File: src/rtl/regfile_wb_arbiter_pkg.sv
// -----------------------------------------------------------------------------
// regfile_wb_arbiter_pkg
// Shared types and constants for the register-file writeback path.
//   regaddr_t  : 5-bit register index (x0..x31)
//   word_t     : 32-bit register data
//   NUM_WB_SRC : number of writeback sources in the default core configuration
//   wb_src_t   : named writeback source indices
// -----------------------------------------------------------------------------
package regfile_wb_arbiter_pkg;

   typedef logic [4:0]  regaddr_t;
   typedef logic [31:0] word_t;

   localparam int NUM_REGS   = 32;
   localparam int NUM_WB_SRC = 3;

   typedef enum logic [1:0] {
      ALU = 2'd0,
      LSU = 2'd1,
      MDU = 2'd2
   } wb_src_t;

   // x0 is hardwired to zero, so it is never written and never tracked.
   function automatic logic is_x0(input regaddr_t a);
      return (a == '0);
   endfunction

endpackage

File: src/rtl/regfile_wb_arbiter_rr_arbiter.sv
// -----------------------------------------------------------------------------
// rr_arbiter
// Parameterised round-robin arbiter. The pointer holds the index of the last
// granted requester; the search starts at ptr+1 and wraps modulo N.
// Ports:
//   i_clk    : clock
//   i_rst_n  : synchronous active-low reset; pointer goes to N-1 so that
//              requester 0 has first priority, and grants are forced low
//   i_req    : request vector
//   i_xfer   : a grant was consumed this cycle; pointer advances only then
//   o_gnt    : one-hot grant, or zero when nothing requests
//   o_idx    : encoded index of the granted requester
// -----------------------------------------------------------------------------
module rr_arbiter #(
   parameter int N = 3,
   localparam int IW = (N > 1) ? $clog2(N) : 1
) (
   input  logic          i_clk,
   input  logic          i_rst_n,
   input  logic [N-1:0]  i_req,
   input  logic          i_xfer,
   output logic [N-1:0]  o_gnt,
   output logic [IW-1:0] o_idx
);

   // One extra bit so ptr + offset (at most 2N-1) cannot overflow before wrap.
   localparam int CW = IW + 1;

   logic [IW-1:0] r_ptr;
   logic [N-1:0]  w_gnt;
   logic [IW-1:0] w_idx;
   logic [CW-1:0] w_cand;
   logic          w_found;

   always_comb begin
      w_gnt   = '0;
      w_idx   = r_ptr;
      w_cand  = '0;
      w_found = 1'b0;
      for (int i = 1; i <= N; i++) begin
         w_cand = {1'b0, r_ptr} + CW'(i);
         if (w_cand >= CW'(N)) begin
            w_cand = w_cand - CW'(N);
         end
         if (!w_found && i_req[w_cand[IW-1:0]]) begin
            w_found                 = 1'b1;
            w_gnt[w_cand[IW-1:0]]   = 1'b1;
            w_idx                   = w_cand[IW-1:0];
         end
      end
      if (!i_rst_n) begin
         w_gnt = '0;
      end
   end

   always_ff @(posedge i_clk) begin
      if (!i_rst_n) begin
         r_ptr <= IW'(N - 1);
      end else if (i_xfer) begin
         r_ptr <= w_idx;
      end
   end

   assign o_gnt = w_gnt;
   assign o_idx = w_idx;

endmodule

File: src/rtl/regfile_wb_arbiter.sv
// -----------------------------------------------------------------------------
// regfile_wb_arbiter
// Shares the register file's single write port among NUM_SRC writeback
// sources (round-robin, valid/ready) and drives the port from registers.
// Also keeps a busy bitmap of registers with an outstanding producer.
// Ports:
//   clk_i, rst_ni                 : clock, synchronous active-low reset
//   src_valid_i/addr_i/data_i     : writeback offers from each source
//   src_ready_o                   : one-hot grant (combinational from valid)
//   write_enable_o/addr_o/data_o  : register file write port
//   claim_valid_i/claim_addr_i    : issue logic reserving a destination
//   busy_o                        : per-register outstanding-producer flag
// -----------------------------------------------------------------------------
module regfile_wb_arbiter
   import regfile_wb_arbiter_pkg::*;
#(
   parameter int NUM_SRC = NUM_WB_SRC
) (
   input  logic                    clk_i,
   input  logic                    rst_ni,
   input  logic [NUM_SRC-1:0]      src_valid_i,
   input  regaddr_t [NUM_SRC-1:0]  src_addr_i,
   input  word_t    [NUM_SRC-1:0]  src_data_i,
   output logic [NUM_SRC-1:0]      src_ready_o,
   output logic                    write_enable_o,
   output regaddr_t                write_addr_o,
   output word_t                   write_data_o,
   input  logic                    claim_valid_i,
   input  regaddr_t                claim_addr_i,
   output logic [NUM_REGS-1:0]     busy_o
);

   localparam int IW = $clog2(NUM_SRC);

   logic [NUM_SRC-1:0]  w_gnt;
   logic [IW-1:0]       w_idx;
   logic                w_xfer;
   logic                r_we;
   regaddr_t            r_waddr;
   word_t               r_wdata;
   logic [NUM_REGS-1:0] r_busy;
   logic [NUM_REGS-1:0] w_busy_nxt;

   rr_arbiter #(
      .N (NUM_SRC)
   ) u_rr_arbiter (
      .i_clk   (clk_i),
      .i_rst_n (rst_ni),
      .i_req   (src_valid_i),
      .i_xfer  (w_xfer),
      .o_gnt   (w_gnt),
      .o_idx   (w_idx)
   );

   assign src_ready_o = w_gnt;
   assign w_xfer      = |(src_valid_i & w_gnt);

   // A transfer to x0 still completes the handshake but never reaches the port.
   always_ff @(posedge clk_i) begin
      if (!rst_ni) begin
         r_we    <= 1'b0;
         r_waddr <= '0;
         r_wdata <= '0;
      end else if (w_xfer) begin
         r_we    <= !is_x0(src_addr_i[w_idx]);
         r_waddr <= src_addr_i[w_idx];
         r_wdata <= src_data_i[w_idx];
      end else begin
         r_we    <= 1'b0;
      end
   end

   // Gate with reset so a registered-but-uncommitted write is dropped the
   // moment reset asserts, not one edge later.
   assign write_enable_o = r_we & rst_ni;
   assign write_addr_o   = r_waddr;
   assign write_data_o   = r_wdata;

   // Clear first, then set: a claim in the commit cycle marks a new producer.
   always_comb begin
      w_busy_nxt = r_busy;
      if (r_we) begin
         w_busy_nxt[r_waddr] = 1'b0;
      end
      if (claim_valid_i && !is_x0(claim_addr_i)) begin
         w_busy_nxt[claim_addr_i] = 1'b1;
      end
      w_busy_nxt[0] = 1'b0;
   end

   always_ff @(posedge clk_i) begin
      if (!rst_ni) begin
         r_busy <= '0;
      end else begin
         r_busy <= w_busy_nxt;
      end
   end

   assign busy_o = r_busy;

endmodule

File: config.mk
export PLATFORM = sky130hd
export DESIGN_NAME = regfile_wb_arbiter
export DESIGN_NICKNAME = d
export VERILOG_FILES = /design/src/rtl/regfile_wb_arbiter_pkg.sv /design/src/rtl/regfile_wb_arbiter_rr_arbiter.sv /design/src/rtl/regfile_wb_arbiter.sv
export SDC_FILE = /design/constraint.sdc
export NUM_CORES = 1
export LEC_CHECK = 0
export BUFFER_PORTS_ARGS = -buffer_cell sky130_fd_sc_hd__clkbuf_2
export CAP_MARGIN = 10
export CORE_AREA = 2 2 96 98
export CTS_CLUSTER_SIZE = 10
export DETAILED_ROUTE_END_ITERATION = 10
export DIE_AREA = 0 0 98 100
export PLACE_DENSITY = 0.87
export RECOVER_POWER = 100
export SLEW_MARGIN = 20
export SYNTH_ARGS = -nofsm -noshare
export SYNTH_HDL_FRONTEND = slang
export SYNTH_HIERARCHICAL = 1
export SYNTH_SLANG_ARGS = --single-unit
File: constraint.sdc
create_clock -name clk_i -period 3.1 [get_ports clk_i]
set_input_delay 0.31 -clock clk_i [delete_from_list [all_inputs] [get_ports clk_i]]
set_output_delay 0.31 -clock clk_i [all_outputs]
set_load 0.01 [all_outputs]
Word-level counts from Yosys, hierarchy flattened
Cells that the tools add are included.
{ "classes": {"magnitude_cmp": 14, "muxes": 34, "n_reduce_logical": 16, "n_bitwise": 7, "add_sub_neg": 6} }
{ "ops": {"columns": ["op", "count"], "rows": [
  ["32-bit 2-to-1 mux", 3],
  ["32-bit binary-select mux with 2-bit select", 1],
  ["32-bit AND", 1],
  ["32-bit inverter", 1],
  ["32-bit OR", 1],
  ["2-bit by 3-bit < comparator with 1-bit output, second input constant", 4],
  ["5-bit by 6-bit < comparator with 1-bit output, second input constant", 2],
  ["2-bit 2-to-1 mux", 6],
  ["3-bit 2-to-1 mux", 4],
  ["5-bit binary-select mux with 2-bit select", 1],
  ["1-bit demux with 5-bit select", 2],
  ["5-bit by 1-bit >= comparator with 1-bit output, second input constant", 2],
  ["5-bit logical NOT", 2],
  ["1-bit 2-to-1 mux", 10],
  ["3-bit by 2-bit >= comparator with 1-bit output, second input constant", 3],
  ["1-bit logical AND", 8],
  ["2-bit by 2-bit adder with 3-bit output, second input constant", 2],
  ["1-bit binary-select mux with 2-bit select", 3],
  ["1-bit demux with 2-bit select", 3],
  ["2-bit by 1-bit >= comparator with 1-bit output, second input constant", 3],
  ["3-bit OR", 2],
  ["2-bit subtractor, second input constant", 3],
  ["5-bit 2-to-1 mux", 1],
  ["1-bit logical NOT", 4],
  ["other kinds (5)", 5]
]} }
{ "totals": {"input_bits": 122, "reg_bits": 72} }

Depth between registers and ports, before layout
Gate-level depths: netlist of the first run.
{ "logic_depth": {"ltp_word": 16, "ltp_mapped": 14} }

Cells and area by module
Netlist of the first run, hierarchy kept.
{ "modules_own_cells": {"columns": ["module", "cells_each", "area_each_um2", "instances"], "rows": [
  ["regfile_wb_arbiter", 380, 3450.8, 1],
  ["rr_arbiter", 57, 461.7, 1]
]} }

Worst setup path before layout of the first run
No wires, ideal clock.
{ "synth_timing": {"path_kind": "register -> register", "start": "register u_rr_arbiter.r_ptr[0]", "end": "register r_we", "synth_period_minus_slack_ps": 2779, "setup_ps": 116, "arrival_ps": 2663, "path_stages_with_launch": 13, "setup_slack_ps": 321, "n_path_buf": 2, "path_cell_list": "dfxtp_1 -> inv_1 -> ha_1 -> buf_6 -> nor3b_2 -> a21oi_2 -> and4_4 -> nor3_1 -> buf_6 -> mux2i_1 -> a2bb2oi_1 -> nand4_1 -> o211a_1"} }
{ "synth_via": {"elab_chain_cells": 16} }
{ "synth_lines": {"columns": ["item", "line_no", "rtl"], "rows": [
  ["start, declared", "regfile_wb_arbiter_rr_arbiter.sv:29", "logic [IW-1:0] r_ptr;"],
  ["start signal, assigned", "regfile_wb_arbiter_rr_arbiter.sv:58", "r_ptr <= IW'(N - 1);"],
  ["start signal, assigned", "regfile_wb_arbiter_rr_arbiter.sv:60", "r_ptr <= w_idx;"],
  ["2-bit by 1-bit adder with 3-bit output", "regfile_wb_arbiter_rr_arbiter.sv:41", "w_cand = {1'b0, r_ptr} + CW'(i);"],
  ["3-bit by 2-bit >= comparator with 1-bit output or 2-bit subtractor (tied branches)", "regfile_wb_arbiter_rr_arbiter.sv:42, regfile_wb_arbiter_rr_arbiter.sv:43", null],
  ["2-bit 2-to-1 mux", "regfile_wb_arbiter_rr_arbiter.sv:42", "if (w_cand >= CW'(N)) begin"],
  ["1-bit binary-select mux with 2-bit select", "regfile_wb_arbiter_rr_arbiter.sv:45", "if (!w_found && i_req[w_cand[IW-1:0]]) begin"],
  ["1-bit 2-to-1 mux (not written as such)", "regfile_wb_arbiter_rr_arbiter.sv:45", null],
  ["1-bit 2-to-1 mux", "regfile_wb_arbiter_rr_arbiter.sv:45", null],
  ["1-bit logical NOT", "regfile_wb_arbiter_rr_arbiter.sv:45", null],
  ["1-bit logical AND", "regfile_wb_arbiter_rr_arbiter.sv:45", null],
  ["1-bit 2-to-1 mux", "regfile_wb_arbiter_rr_arbiter.sv:45", null],
  ["1-bit logical NOT", "regfile_wb_arbiter_rr_arbiter.sv:45", null],
  ["1-bit logical AND", "regfile_wb_arbiter_rr_arbiter.sv:45", null],
  ["2-bit 2-to-1 mux (*)", "regfile_wb_arbiter_rr_arbiter.sv:45", null],
  ["net w_idx[1]", "regfile_wb_arbiter.sv:36", "logic [IW-1:0] w_idx;"],
  ["5-bit binary-select mux with 2-bit select (*)", "regfile_wb_arbiter.sv:65", "r_we <= !is_x0(src_addr_i[w_idx]);"],
  ["5-bit 2-to-1 mux (not written as such) (*)", "regfile_wb_arbiter.sv:65", null],
  ["5-bit logical NOT (*)", "regfile_wb_arbiter_pkg.sv:25", "return (a == '0);"],
  ["1-bit logical NOT (*)", "regfile_wb_arbiter.sv:65", null],
  ["end signal, assigned", "regfile_wb_arbiter.sv:65", null],
  ["end, declared", "regfile_wb_arbiter.sv:38", "logic r_we;"]
]} }
The timed path passes the listed nets; every way through them passes the cells marked *. The select of a mux whose other input is x is not followed.
A chain may end at the register's enable or synchronous reset.

Final worst setup path of the first run
Same ends and word-level chain as after synthesis.

==> out/qor.csv, run 1 <==
stage,metric,value,unit
detailed_routing,Vias/cell,5.49,
global_routing,largest net degree at the start of global routing,80,
placed_design,Post-Place Cells,718,
global_routing,GRT Max-Usage Layer,met2,
synthesis,largest area contributor in the netlist,dfxtp_1,
die,core region area,8890,um2
synthesis,syn_area_per_cell,8.95,um2
global_routing,GRT overflow,0,
die,Site Rows,35,
synthesis,share of flip-flops with an asynchronous set or reset,0,%
synthesis,Post-synth EDFFs,0,
clocking,clock slew at reported path FFs,0.09,ns
final_layout,P&R area growth vs syn,29.5,%
synthesis,synth top area cells,"dfxtp_1 36%, mux2i_1 10%, o211a_1 9.5%, nand2_1 7.3%, o211ai_1 6.1%",
global_routing,GRT met3 Usage,5.64,%
global_routing,initial antenna violation count,0,
worst_setup_path,worst-path cell chain,"inv_1, ha_1, mux2_4, a22oi_4, mux2i_1, o21bai_4, nor2b_1, buf_4, a2bb2oi_1, nand4_1, o211a_1",
final_layout,fillers,857,
sta,final max-slew violation count,0,
worst_setup_path,Worst EP required,3.34,ns
placed_design,post-detail-place hpwl,8800,um
synthesis,Yosys warning total,6,
detailed_routing,WL/cell,15.9,um
clocking,Max clock buf depth,2,
synthesis,mux contribution to synthesized area,11.0,%
power,Power Dens Cells,977,nW/um2
synthesis,Post-synth top flop,dfxtp_1,
job,max cap viols,0,
power,Leak,2.43,nW
detailed_routing,"wirelength, routed",11700,um
synthesis,Seq cells post-synth,71,
worst_setup_path,worst-path fanout max,21,
detailed_routing,number of remaining DRC errors,0,
die,IO Count,195,
global_routing,first-pass GRT wire length,18300,um
global_routing,Total GRT Usage,22.9,%
synthesis,simple-gate share of the synthesized area,14.6,%
final_layout,number of diodes,0,
global_routing,global-route track usage on met2,40.0,%
sta,fmax,344,MHz
worst_setup_path,Max stage delay on crit path,0.37,ns
clocking,number of post-CTS setup repair buffers,0,
sta,setup violators final,0,
sta,Final min period,2.91,ns
clocking,CTS tree,done,
worst_setup_path,Worst Setup Path Type,reg2reg,
final_layout,"commonest cells after routing, fill and taps aside","123 x clkbuf_2, 76 x nand2_1, 71 x dfxtp_1, 70 x clkbuf_1, 40 x mux2i_1",
die,die width,98,um
sta,RSZ-0062 raised after global routing,false,
worst_setup_path,"Max stage delay cell, worst path",mux2i_1,
synthesis,synthesized area,3910,um2
die,Initial Utilization,44.0,%
detailed_routing,Vias,4027,
clocking,Clock Sink Count,71,
global_routing,global-route track usage on met1,27.7,%
synthesis,Post-Syn Nets,565,
clocking,H-tree levels,3,
placed_design,Buffers on Ports,193,
final_layout,nets,746,
sta,worst-margin pin slew,1.10,ns
synthesis,Post-Synth Adder-Cell Area,1.92,%
worst_setup_path,Worst Setup Start Kind,register,
synthesis,Yosys top cell area share,36.3,%
sta,Tcrit/Tclk final,93.8,%
detailed_routing,first drt pass iteration count,5,
placed_design,Routability Congestion,0.874,
sta,Hold Fails Final Rpt,0,
synthesis,Unique masters post-synth,47,
synthesis,"Seq/Total Area, Yosys",36.3,%
worst_setup_path,Critical Path AT,3.15,ns
global_routing,vias in the first global route,3805,
clocking,# resized after CTS,0,
sta,setup total negative slack,0,ns
clocking,Clock Tree Root,clkbuf_8,
clocking,CTS Hold Bufs,0,
final_layout,Final Instance Count excl. Fillers,734,
sta,Slew headroom,26.8,%
final_layout,layout cells sized above 1,26.5,%
die,Die Y,100,um
synthesis,post-synthesis xor/xnor area fraction,0.224,%
detailed_routing,First DRT Iteration DRCs,175,
worst_setup_path,nature of the critical path endpoint,register,
detailed_routing,antenna-violating nets left,0,
synthesis,largest family of logic cells by synthesized area,compound AO/OA/AOI/OAI gates,
die,die area,9800,um2
synthesis,area fraction in compound gates after synthesis,30.2,%
clocking,worst skew pair latency,0.35,ns
outcome,status,completed,
clocking,total CTS buffers,9,
power,Worst VDD drop,0.442,mV
sta,Setup Skew,0.0107,ns
final_layout,"commonest non-fill, non-tap cell in the layout",clkbuf_2,
synthesis,Mapped Cells,437,
worst_hold_path,worst hold path type,in2reg,
-- synthesized netlist by cell type (all sizes together), types with 8 or more instances --
cell type	n
clkbuf	17
o211a	37
o21ai	35
mux2i	40
buf	19
a21boi	32
nand3	8
o211ai	32
nand2	76
dfxtp	71
-- routing by layer --
layer	vias up	share of wire (%)	routed length, um
met3	17	7.8	912
met1	1871	41	4790
met4	0	1.7	199
met2	177	50	5780
met5	-	0	0
li1	1962	-	-
-- cell families after synthesis --
logic type               count (synthesis)
flip-flops                              71
XOR/XNOR                                 1
buffers and inverters                   42
adder cells (fa/ha/maj)                  6
multiplexers                            42
AND/OR/NAND/NOR                        120
other                                    1
AO/OA/AOI/OAI                          154
-- flip-flops by register name, summed over array words and instances (netlist names) --
register,cells
write_data_o,32
busy_o,31
write_addr_o,5
u_rr_arbiter/r_ptr,2
r_we,1
-- metrics by stage --
stage / util, % / hold WS, ns / area (um2) / setup WS [ns] / total power [mW]
detailed placement: 55.7 / 0.475 / 4950 / 0.128 / 4.30
finish: 57.0 / 0.326 / 5070 / 0.194 / 4.95
global placement: 55.7 / 0.462 / 4950 / 0.215 / 4.22
CTS: 57.7 / 0.306 / 5130 / 0.104 / 5.03
floorplan: - / 0.388 / 3910 / 0.321 / 3.47
global route: 57.0 / 0.335 / 5070 / 0.0162 / 5.29
-- layout make-up --
cell class | count | area [um2] | area share [%]
clock buffer | 9 | 124 | 2.44
clock inverter | 7 | 60.1 | 1.18
inverter | 6 | 22.5 | 0.444
multi-input combinational | 324 | 2310 | 45.6
sequential | 71 | 1420 | 28.0
tap | 111 | 139 | 2.74
timing repair buffer | 206 | 992 | 19.6
-- worst max-delay path: cells and delay by family (launching register included) --
kind                       cells  cell delay [ns]
AOI/OAI and AO/OA              4             0.80
adders and majority gates      1             0.31
buffers and inverters          2             0.40
DFF                            1             0.32
muxes                          2             0.72
and+or+nand+nor                2             0.25
-- path summary, 6_finish.rpt --
check             depth (start not counted)                       endpoint  slack, ns                                from
setup / recovery                         11                r_we$_SDFF_PN0_       0.19  u_rr_arbiter/r_ptr[0]$_SDFFE_PN0P_
hold / removal                            4  write_data_o[31]$_SDFFE_PN0P_       0.33                      src_data_i[63]
setup reg to reg                         11                r_we$_SDFF_PN0_       0.19  u_rr_arbiter/r_ptr[0]$_SDFFE_PN0P_
hold reg to reg                           2          busy_o[13]$_SDFF_PN0_       0.49               busy_o[13]$_SDFF_PN0_
-- report_power, final --
group          internal [mW]  switching, mW  total (mW)  leakage [nW]
Clock                  0.304          0.402       0.706        0.0848
Sequential              1.19          0.216        1.41         0.579
Combinational           1.18           1.66        2.84          1.77
Total                   2.68           2.28        4.95          2.43
Note: power is estimated with default switching activity, not from simulation.
==> run 2, diff against run 1 <==
ABC_AREA = 1   (was default)
CORE_AREA = 2 2 95 97   (was 2 2 96 98)
DIE_AREA = 0 0 97 99   (was 0 0 98 100)
PLACE_DENSITY = 0.88   (was 0.87)
==> run 2 against run 1 <==
Against the previous run: total power up 9.8%; fmax up 3.1%; largest power group unchanged; count of clock-buffer cells in the layout up 1; sequential power fell by 9%; critical path depth rose by 1; via count grew 9.6%; wire length increased by 1.8%.
==> out/qor.csv, run 2 <==
stage,metric,value,unit,change
outcome,status,completed,,
clocking,Max clock buf depth,2,,unchanged
die,core region area,8550,um2,-3.8%
synthesis,synthesized area,3810,um2,-2.6%
worst_setup_path,Reg-to-Reg Start,u_rr_arbiter/r_ptr[1]$_SDFFE_PN1P_,,
global_routing,Total GRT Usage,23.9,%,+1.0 points
die,Die Y,99,um,-1.0%
synthesis,"Seq/Total Area, Yosys",37.3,%,+0.98 points
worst_setup_path,worst-path cell chain,"inv_1, ha_1, inv_2, nand2_1, nand3_1, nand2_2, nand2_1, a21boi_2, nand2_2, nor2_2, a21oi_1, a21oi_1",,
die,Site Rows,34,,-2.9%
synthesis,Seq cells post-synth,71,,unchanged
worst_setup_path,nature of the critical path endpoint,register,,
synthesis,post-synthesis xor/xnor area fraction,0,%,-0.22 points
sta,worst-margin pin slew,1.39,ns,+0.293 ns
placed_design,Routability Congestion,0.908,,+3.9%
detailed_routing,Vias,4414,,+9.6%
final_layout,number of diodes,0,,unchanged
final_layout,"commonest non-fill, non-tap cell in the layout",clkbuf_2,,
sta,Final min period,2.82,ns,-0.0873 ns
placed_design,post-detail-place hpwl,9040,um,+2.7%
detailed_routing,"wirelength, routed",11900,um,+1.8%
power,Power Dens Cells,1110,nW/um2,+13%
worst_hold_path,worst hold path type,in2reg,,
clocking,Clock Sink Count,71,,unchanged
synthesis,synth top area cells,"dfxtp_1 37%, o21ai_0 13%, a21oi_1 13%, nand2_1 8.0%, nor2_1 4.8%",,
synthesis,Post-synth EDFFs,0,,unchanged
global_routing,first-pass GRT wire length,18900,um,+3.5%
power,Worst VDD drop,0.822,mV,+86%
clocking,clock slew at reported path FFs,0.08,ns,about the same
synthesis,most common cell in the netlist,o21ai_0,,
final_layout,layout cells sized above 1,25.7,%,-0.81 points
clocking,worst skew pair latency,0.34,ns,about the same
detailed_routing,Vias/cell,5.18,,-5.6%
worst_setup_path,r2r endpoint,write_data_o[9]$_SDFFE_PN0P_,,
final_layout,design area,4910,um2,-3.2%
detailed_routing,antenna-violating nets left,0,,unchanged
die,IO Count,195,,unchanged
final_layout,P&R area growth vs syn,28.8,%,
detailed_routing,WL/cell,14.0,um,-12%
worst_setup_path,critical path depth in cells,12,,+1
synthesis,largest area contributor in the netlist,dfxtp_1,,
worst_setup_path,Worst Setup Start Kind,register,,
final_layout,Final Instance Count excl. Fillers,852,,+16%
worst_setup_path,Worst EP required,3.36,ns,+0.02 ns
detailed_routing,number of remaining DRC errors,0,,unchanged
global_routing,largest net degree at the start of global routing,41,,-49%
global_routing,GRT overflow,0,,unchanged
worst_setup_path,worst-case reg-to-reg path depth,12,,+1
job,max cap viols,0,,unchanged
placed_design,Post-Place Cells,835,,+16%
synthesis,mux contribution to synthesized area,0,%,-11 points
placed_design,Buffers on Ports,193,,unchanged
clocking,H-tree levels,3,,unchanged
sta,Hold Fails Final Rpt,0,,unchanged
sta,setup violators final,0,,unchanged
worst_setup_path,Top delay family on crit path,simple AND/OR/NAND/NOR gates,,
clocking,Clock Tree Root,clkbuf_8,,
sta,fmax,355,MHz,+3.1%
worst_setup_path,Critical Path AT,3.08,ns,-0.07 ns
worst_setup_path,Max stage delay on crit path,0.64,ns,+0.27 ns
synthesis,Mapped Cells,557,,+27%
synthesis,Yosys warning total,6,,unchanged
synthesis,Post-Syn Nets,685,,+21%
synthesis,simple-gate share of the synthesized area,23.8,%,+9.2 points
worst_setup_path,Worst Setup SP,u_rr_arbiter/r_ptr[1]$_SDFFE_PN1P_,,
final_layout,fillers,856,,-0.12%
synthesis,Post-Synth Adder-Cell Area,1.97,%,+0.052 points
final_layout,nets,867,,+16%
synthesis,Yosys top cell area share,37.3,%,+0.98 points
worst_setup_path,"Max stage delay cell, worst path",nor2_2,,
synthesis,syn_area_per_cell,6.84,um2,-24%
global_routing,vias in the first global route,4137,,+8.7%
die,die width,97,um,-1.0%
detailed_routing,first drt pass iteration count,4,,-1
sta,RSZ-0062 raised after global routing,false,,
synthesis,commonest cells in the netlist,"100 x o21ai_0, 99 x a21oi_1, 81 x nand2_1, 71 x dfxtp_1, 49 x nor2_1",,
synthesis,Unique masters post-synth,32,,-32%
global_routing,initial antenna violation count,0,,unchanged
final_layout,max reg flops,32,,unchanged
clocking,CTS Hold Bufs,0,,unchanged
synthesis,largest family of logic cells by synthesized area,compound AO/OA/AOI/OAI gates,,
sta,Slew headroom,7.24,%,-20 points
clocking,total CTS buffers,9,,unchanged
sta,Tcrit/Tclk final,90.9,%,-2.8 points
die,Initial Utilization,44.6,%,+0.55 points
power,Leak,2.18,nW,-10%
final_layout,"commonest cells after routing, fill and taps aside","124 x clkbuf_2, 100 x o21ai_0, 99 x a21oi_1, 80 x nand2_1",,
synthesis,area fraction in compound gates after synthesis,28.2,%,-2.0 points
synthesis,Post-synth top flop,dfxtp_1,,
worst_setup_path,Worst Setup EP,write_data_o[9]$_SDFFE_PN0P_,,
die,die area,9600,um2,-2.0%
worst_setup_path,Worst Setup Path Type,reg2reg,,
clocking,CTS tree,done,,
worst_setup_path,"reg-to-reg slack, setup",0.28,ns,+0.09 ns
sta,Setup Skew,0.0136,ns,+0.00288 ns
worst_setup_path,"Buf+Inv Stages, Crit Path",2,,unchanged
detailed_routing,First DRT Iteration DRCs,164,,-6.3%
worst_setup_path,worst-path fanout max,18,,-14%
sta,setup total negative slack,0,ns,unchanged
synthesis,share of flip-flops with an asynchronous set or reset,0,%,unchanged
placed_design,Post-DP Area,4810,um2,-2.8%
sta,final max-slew violation count,0,,unchanged
[run 2: cell types whose count changed in the layout (fill, tap and decap cells not counted), moves of 32 or more]
cell / change
o211a_1: -37
a21oi_1: +98
o211ai_1: -32
mux2i_1: -40
o21ai_0: +66
nor2_1: +43
[run 2: timing repair]
| item | in CTS | in global routing |
|---|---|---|
| endpoints found under the setup margin | 0 | 34 |
| resized for setup | 0 | 2 |
| buffers inserted | 0 | 0 |
[run 2: where the power goes]
part	switching [mW]	internal (mW)	leakage [nW]	total, mW
Combinational	2.33	1.14	1.51	3.48
Sequential	0.156	1.13	0.579	1.28
Clock	0.362	0.315	0.0891	0.677
[run 2: area by class of cell]
type,instances,area [um2],share of cell area (%)
multi-input combinational,416,2070,42.3
sequential,71,1420,29.0
timing repair buffer,201,945,19.3
inverter,40,150,3.06
clock buffer,10,138,2.81
tap,108,135,2.75
clock inverter,6,42.5,0.867
[run 2: metal layers]
layer | vias to the layer above | routed length, um | GRT usage (%)
met3 | 31 | 948 | 5.53
li1 | 2235 | - | -
met2 | 206 | 5840 | 41.3
met1 | 1942 | 4680 | 27.8
met5 | - | 0 | 0
met4 | 0 | 419 | 11.8
[run 2: cells by family (layout without fill, tap and decap cells)]
family | count (synthesis) | in the layout
AO/OA/AOI/OAI | 210 | 210
flip-flops | 71 | 71
adder cells (fa/ha/maj) | 6 | 6
AND/OR/NAND/NOR | 198 | 199
other | 1 | 1
buffers and inverters | 71 | 257
[run 2: worst min-delay path: stages]
cell	delay, ns
clkbuf_2	0.07
a21oi_1	0.05
a21oi_1	0.10
[run 2: per-stage QoR]
step	power, mW	util (%)	hold WS, ns	worst slack [ns]
final	5.44	57.4	0.230	0.281
after detailed placement	4.77	56.3	0.467	0.146
after CTS	5.45	58.4	0.221	0.125
after floorplan	4.03	-	0.484	0.455
after global placement	4.75	56.3	0.456	0.175
after global routing	6.04	57.4	0.232	0.00775
[run 2: how the worst min path moves through the flow]
stage | start | end | slack (ns) | cells past startpoint
after floorplan | src_data_i[94] | write_data_o[30]$_SDFFE_PN0P_ | 0.48 | 2
after global placement | busy_o[25]$_SDFF_PN0_ | busy_o[25]$_SDFF_PN0_ | 0.46 | 2
after detailed placement | busy_o[5]$_SDFF_PN0_ | busy_o[5]$_SDFF_PN0_ | 0.47 | 2
after CTS | src_data_i[84] | write_data_o[20]$_SDFFE_PN0P_ | 0.22 | 3
after global routing | src_data_i[65] | write_data_o[1]$_SDFFE_PN0P_ | 0.23 | 3
final | src_data_i[95] | write_data_o[31]$_SDFFE_PN0P_ | 0.23 | 3
